File: config.mk
export PLATFORM = sky130hd
export DESIGN_NAME = pc_unit
export DESIGN_NICKNAME = d
export VERILOG_FILES = /design/src/rtl/pc_unit_pkg.sv /design/src/rtl/pc_target_calc.sv /design/src/rtl/pc_unit.sv
export SDC_FILE = /design/constraint.sdc
export NUM_CORES = 1
export LEC_CHECK = 0
export CORE_ASPECT_RATIO = 0.5
export CORE_UTILIZATION = 45
export CTS_CLUSTER_DIAMETER = 150
export DETAILED_ROUTE_END_ITERATION = 7
export MAX_ROUTING_LAYER = met4
export PLACE_DENSITY_LB_ADDON = 0.08
export SYNTH_ARGS = -nofsm -noshare
export SYNTH_HDL_FRONTEND = slang
export SYNTH_HIERARCHICAL = 1
export SYNTH_SLANG_ARGS = --single-unit
File: constraint.sdc
create_clock -name CLK -period 5.24 [get_ports CLK]
set_clock_uncertainty 0.15 [all_clocks]
set_input_delay 1.572 -clock CLK [delete_from_list [all_inputs] [get_ports CLK]]
set_output_delay 1.572 -clock CLK [all_outputs]
set_load 0.005 [all_outputs]
File: src/rtl/pc_unit_pkg.sv
// Shared encodings for the program-counter unit: PCSrc selects, FSM states
// and the default exception vector.
package pc_unit_pkg;

  localparam logic [1:0] PC_SEQ = 2'b00;
  localparam logic [1:0] PC_BR  = 2'b01;
  localparam logic [1:0] PC_J   = 2'b10;
  localparam logic [1:0] PC_JR  = 2'b11;

  typedef enum logic [1:0] {
    HOLD   = 2'd0,
    RUN    = 2'd1,
    HALTED = 2'd2
  } pc_state_e;

  localparam logic [31:0] EXC_VEC_DEFAULT = 32'h0000_0080;

endpackage

File: src/rtl/pc_target_calc.sv
// Combinational redirect-target calculator: picks the branch, jump or
// jump-register target and flags a misaligned jump-register target.
module pc_target_calc
  import pc_unit_pkg::*;
#(
  parameter int WIDTH = 32
) (
  input  logic [1:0]       pc_src_i,
  input  logic [WIDTH-1:0] pc_plus4_i,
  input  logic [WIDTH-1:0] branch_off_i,
  input  logic [25:0]      jump_target_i,
  input  logic [WIDTH-1:0] reg_target_i,
  output logic [WIDTH-1:0] target_o,
  output logic             misaligned_o
);

  // Target select; only jump-register can produce a misaligned address.
  always_comb begin
    target_o     = pc_plus4_i;
    misaligned_o = 1'b0;
    case (pc_src_i)
      PC_BR: target_o = pc_plus4_i + (branch_off_i << 2);
      PC_J:  target_o = {pc_plus4_i[WIDTH-1:28], jump_target_i, 2'b00};
      PC_JR: begin
        target_o     = reg_target_i;
        misaligned_o = |reg_target_i[1:0];
      end
      default: target_o = pc_plus4_i;
    endcase
  end

endmodule

File: src/rtl/pc_unit.sv
// Program-counter unit: owns the fetch address, applies redirects, buffers
// redirects seen while stalled, and handles reset-hold, halt and exceptions.
module pc_unit
  import pc_unit_pkg::*;
#(
  parameter int              WIDTH      = 32,
  parameter logic [WIDTH-1:0] RESET_VEC = '0,
  parameter logic [WIDTH-1:0] EXC_VEC   = WIDTH'(EXC_VEC_DEFAULT),
  parameter int              RESET_HOLD = 2
) (
  input  logic             CLK,
  input  logic             Reset,
  input  logic             PCWre,
  input  logic [1:0]       PCSrc,
  input  logic [WIDTH-1:0] BranchOff,
  input  logic [25:0]      JumpTarget,
  input  logic [WIDTH-1:0] RegTarget,
  input  logic             Excp,
  input  logic             Halt,
  output logic [WIDTH-1:0] CurrentAdd,
  output logic [WIDTH-1:0] PCPlus4,
  output logic             Valid,
  output logic             AddrErr,
  output logic             Pending,
  output logic [1:0]       DbgState
);

  // Handshake: PCWre is an enable from the pipeline (1 = PC may advance on
  // this edge, 0 = stall); Valid qualifies CurrentAdd as a real fetch
  // address for the whole cycle and is low in HOLD and HALTED.

  localparam int HW = (RESET_HOLD > 1) ? $clog2(RESET_HOLD + 1) : 1;

  pc_state_e        state_q, state_d;
  logic [HW-1:0]    cnt_q, cnt_d;
  logic [WIDTH-1:0] pc_q, pc_d;
  logic [WIDTH-1:0] pend_tgt_q, pend_tgt_d;
  logic             pend_q, pend_d;
  logic             aerr_q, aerr_d;
  logic [WIDTH-1:0] tgt;
  logic             tgt_mis;

  assign PCPlus4 = pc_q + WIDTH'(4);

  pc_target_calc #(.WIDTH(WIDTH)) u_calc (
    .pc_src_i      (PCSrc),
    .pc_plus4_i    (PCPlus4),
    .branch_off_i  (BranchOff),
    .jump_target_i (JumpTarget),
    .reg_target_i  (RegTarget),
    .target_o      (tgt),
    .misaligned_o  (tgt_mis)
  );

  // Next-state logic: reset-hold countdown, then the RUN priority chain.
  always_comb begin
    state_d    = state_q;
    cnt_d      = cnt_q;
    pc_d       = pc_q;
    pend_d     = pend_q;
    pend_tgt_d = pend_tgt_q;
    aerr_d     = 1'b0;
    case (state_q)
      HOLD: begin
        // Count of 1 (or 0) means this edge ends the hold window.
        if (cnt_q <= HW'(1)) state_d = RUN;
        else                 cnt_d   = cnt_q - HW'(1);
      end
      HALTED: begin
        if (Excp) begin
          state_d = RUN;
          pc_d    = EXC_VEC;
          pend_d  = 1'b0;
        end
      end
      RUN: begin
        if (Excp) begin
          pc_d   = EXC_VEC;
          pend_d = 1'b0;
        end else if (Halt && PCWre) begin
          state_d = HALTED;
        end else if (!PCWre) begin
          if (PCSrc != PC_SEQ) begin
            pend_d     = 1'b1;
            pend_tgt_d = tgt;
          end
        end else if (PCSrc != PC_SEQ) begin
          pend_d = 1'b0;
          if (tgt_mis) begin
            pc_d   = EXC_VEC;
            aerr_d = 1'b1;
          end else begin
            pc_d = tgt;
          end
        end else if (pend_q) begin
          // Branch/jump targets are aligned, so low bits set means a bad JR.
          pend_d = 1'b0;
          if (|pend_tgt_q[1:0]) begin
            pc_d   = EXC_VEC;
            aerr_d = 1'b1;
          end else begin
            pc_d = pend_tgt_q;
          end
        end else begin
          pc_d = PCPlus4;
        end
      end
      default: state_d = HOLD;
    endcase
  end

  // State registers with synchronous reset.
  always_ff @(posedge CLK) begin
    if (Reset) begin
      state_q    <= HOLD;
      cnt_q      <= HW'(RESET_HOLD);
      pc_q       <= RESET_VEC;
      pend_q     <= 1'b0;
      pend_tgt_q <= '0;
      aerr_q     <= 1'b0;
    end else begin
      state_q    <= state_d;
      cnt_q      <= cnt_d;
      pc_q       <= pc_d;
      pend_q     <= pend_d;
      pend_tgt_q <= pend_tgt_d;
      aerr_q     <= aerr_d;
    end
  end

  assign CurrentAdd = pc_q;
  assign Valid      = (state_q == RUN);
  assign AddrErr    = aerr_q;
  assign Pending    = pend_q;
  assign DbgState   = state_q;

endmodule

==> flow_summary_export.csv <==
group,metric,value,unit
power_and_ir_drop,clock_power_share,32.4,%
clock_network,clk_pin_slew,0.06,ns
global_routing,grt_pass1_vias,6431,
place,routabilityCongestion,0.9174,
place,dp_hpwl,15580,um
floorplan,start_util,47.68,%
place,io_buffers,163,
synthesis,synth_seq_area_share,22.44,%
timing,hold_viol_final,0,
clock_network,cts_tree,"yes",
min_path,min_from,"pend_tgt_q[7]",
drt,routed_via_density,5.932,
finish,drive_above_1_share,15.18,%
worst_setup_path,criticalPathCategory,"primary input to flop",
floorplan,io_pins,166,
timing,worst_pin_slew,1.103,ns
global_routing,overflow,0,
worst_setup_path,cp-start-kind,"primary input",
power_and_ir_drop,cellInternalPower,1.331,mW
worst_setup_path,r2r_start,"CurrentAdd[2]",
synthesis,yosysUniqueCellTypes,72,
finish,syn_to_final_growth,39.76,%
finish,final_common_cell,"clkdlybuf4s50_1",
place,place_inst,1145,
floorplan,row_count,29,
place,dpl-instance-area,8377,um^2
finish,final_cell_area,8730,um^2
drt,dr.first_iter.drc_count,605,
global_routing,grt_max_degree,44,
clock_network,root_buffer,"clkbuf_16",
clock_network,cts_max_path_buffers,2,
clock_network,clk_latency,0.34,ns
finish,utilization,66.64,%
synthesis,synthArstFlopShare,0,%
power_and_ir_drop,p_switching,0.6673,mW
synthesis,synth-edff-count,0,
power_and_ir_drop,ir_drop,0.1574,mV
power_and_ir_drop,p_sw_share,33.39,%
timing,min_period_over_period,97.20,%
worst_setup_path,r2r_cells,21,
drt,firstDrtPassIters,5,
worst_setup_path,cp-end-kind,"flop",
global_routing,grt_pass1_wl,33580,um
synthesis,avgSynthCellArea,7.997,um^2
timing,final-max-slew-violation-count,0,
min_path,hold_class,"flop to flop",
finish,final_cell_mix,"clkdlybuf4s50_1 (162), nand2_1 (116), a21oi_1 (78)",
timing,finalCriticalPeriod,5.093,ns
drt,drc,0,
global_routing,antenna_found_initial,0,
job,drv_cap,0,
timing,maxSlewHeadroom,26.17,%
worst_setup_path,r2r-end,"CurrentAdd[27]",
synthesis,ys_ff_latch,70,
synthesis,syn-cell-area,6246,um^2
synthesis,synth_warnings,6,
finish,nets,1104,
floorplan,die_area,14380,um^2
timing,rsz0062_at_grt,"false",
worst_setup_path,critPathRequiredTime,5.32,ns
timing,whs,0.3011,ns
floorplan,core,13100,um^2
drt,drt-total-wl,21330,um
worst_setup_path,rrSetupSlack,0.27,ns
timing,clock.fmax,0.1963,GHz
worst_setup_path,crit_fanout,5,
min_path,holdPathStages,2,
drt,wl_per_cell,18.37,um
clock_network,h-tree-depth,3,
clock_network,cts_buffers,9,
timing,setup_violations,0,
worst_setup_path,arrival,5.17,ns
power_and_ir_drop,power_density,228.9,nW/um^2
drt,ant_nets,0,
power_and_ir_drop,p_leak,3.417,nW
finish,final_cells,1161,
synthesis,syn_inst,781,
clock_network,hold_buffers,0,
floorplan,die_y,85.31,um
clock_network,numClockSinks,70,
floorplan,die_w,168.6,um
drt,vias,6887,
global_routing,grt_usage,30.82,%
power_and_ir_drop,combPwrFrac,38.2,%
min_path,min_to,"pend_tgt_q[7]",
status,run_status,"finished, final reports clean",
synthesis,synth_fp_nets,914,
synthesis,synthFlopType,"dfxtp_1",
finish,diodes,0,
power_and_ir_drop,p_seq_share,29.4,%
## layout make-up
class / instances / area (um^2)
Fill cell: 1143 / 4369
Sequential cell: 70 / 1401
Clock inverter: 4 / 72.57
Tap cell: 186 / 232.7
Timing Repair Buffer: 230 / 2130
Inverter: 20 / 75.07
Multi-Input combinational cell: 640 / 4586
Clock buffer: 11 / 232.7
## kinds of logic after synthesis
group                      after synthesis  share of synthesized area [%]
muxes                                   29                          9.455
DFF                                     70                          22.44
buffers and inverters                   71                          4.988
and+or+nand+nor                        280                          23.30
AOI/OAI and AO/OA                      242                          25.06
adders and majority gates               36                          7.332
xor gates and xnor gates                53                          7.432
## metrics by stage
| step | setup slack [ns] | power, mW | setup TNS, ns |
|---|---|---|---|
| 6_report | 0.1465 | 1.998 | 0 |
| 5_1_grt | 0.004933 | 2.097 | 0 |
| 4_1_cts | 0.03530 | 1.989 | 0 |
| 3_5_place_dp | -0.3643 | 1.345 | -1.717 |
| 3_3_place_gp | -0.3256 | 1.326 | -1.223 |
| 2_1_floorplan | 0.4381 | 1.039 | 0 |
## worst max path at each step
stage | from | end | slack (ns) | cells past startpoint
2_1_floorplan | BranchOff[0] | CurrentAdd[24] | 0.44 | 16
3_3_place_gp | BranchOff[0] | CurrentAdd[24] | -0.33 | 17
3_5_place_dp | BranchOff[0] | CurrentAdd[24] | -0.36 | 17
4_1_cts | BranchOff[0] | CurrentAdd[24] | 0.04 | 17
5_1_grt | BranchOff[1] | CurrentAdd[27] | 0.005 | 17
6_report | BranchOff[0] | CurrentAdd[24] | 0.15 | 17
## registers in the layout, summed over array words and instances (netlist names)
name and count:
AddrErr 1, CurrentAdd 32, Pending 1, pend_tgt_q 32, cnt_q 2, DbgState 2
## power by group through the flow
stage          registers (mW)  logic (mW)  clock network, mW
2_1_floorplan           0.599       0.440                  0
3_3_place_gp            0.596       0.730                  0
3_5_place_dp            0.597       0.748                  0
4_1_cts                 0.586       0.754              0.650
5_1_grt                 0.590       0.831              0.676
6_report                0.587       0.764              0.648
## what timing repair did
| item | CTS | global route |
|---|---|---|
| pin swaps | 2 | 6 |
| gates resized for setup | 1 | 8 |
| endpoints found under the hold margin | 0 | 0 |
| gates cloned | 0 | 0 |
| setup endpoints to repair | 1 | 6 |
| buffers inserted | 0 | 1 |
## cell usage after synthesis (all sizes together), types with 17 or more instances
cell type	instances	share of area, %
mux4	24	8.7
clkbuf	38	2.3
nor2	32	2.2
nand2	116	7.0
inv	19	1.1
dfxtp	70	22
nand4	17	1.7
a21o	31	3.7
o21ai	55	4.5
nor3	23	2.5
nand3	26	2.2
xnor2	40	5.6
ha	35	7.0
a21oi	82	6.7
## metal layers
layer	wire length (um)	GRT usage [%]	vias to the layer above
met5	0	-	-
met4	210	6.777	0
met3	1934	5.457	17
met2	9598	49.08	351
met1	9588	40.93	3253
li1	-	-	3266
## critical path, cell delays in order
cell	delay, ns
clkdlybuf4s50_1	0.40
ha_1	0.21
fa_2	0.36
a21oi_2	0.20
o21ai_2	0.10
a21oi_2	0.23
o22ai_2	0.13
a211oi_4	0.30
o21ai_4	0.14
a31oi_2	0.21
xnor2_1	0.07
mux4_2	0.51
nor2b_1	0.16
o21ai_0	0.15
nor3_1	0.08
a21o_1	0.19
a22o_1	0.16
(Power assumes the default switching activity.)
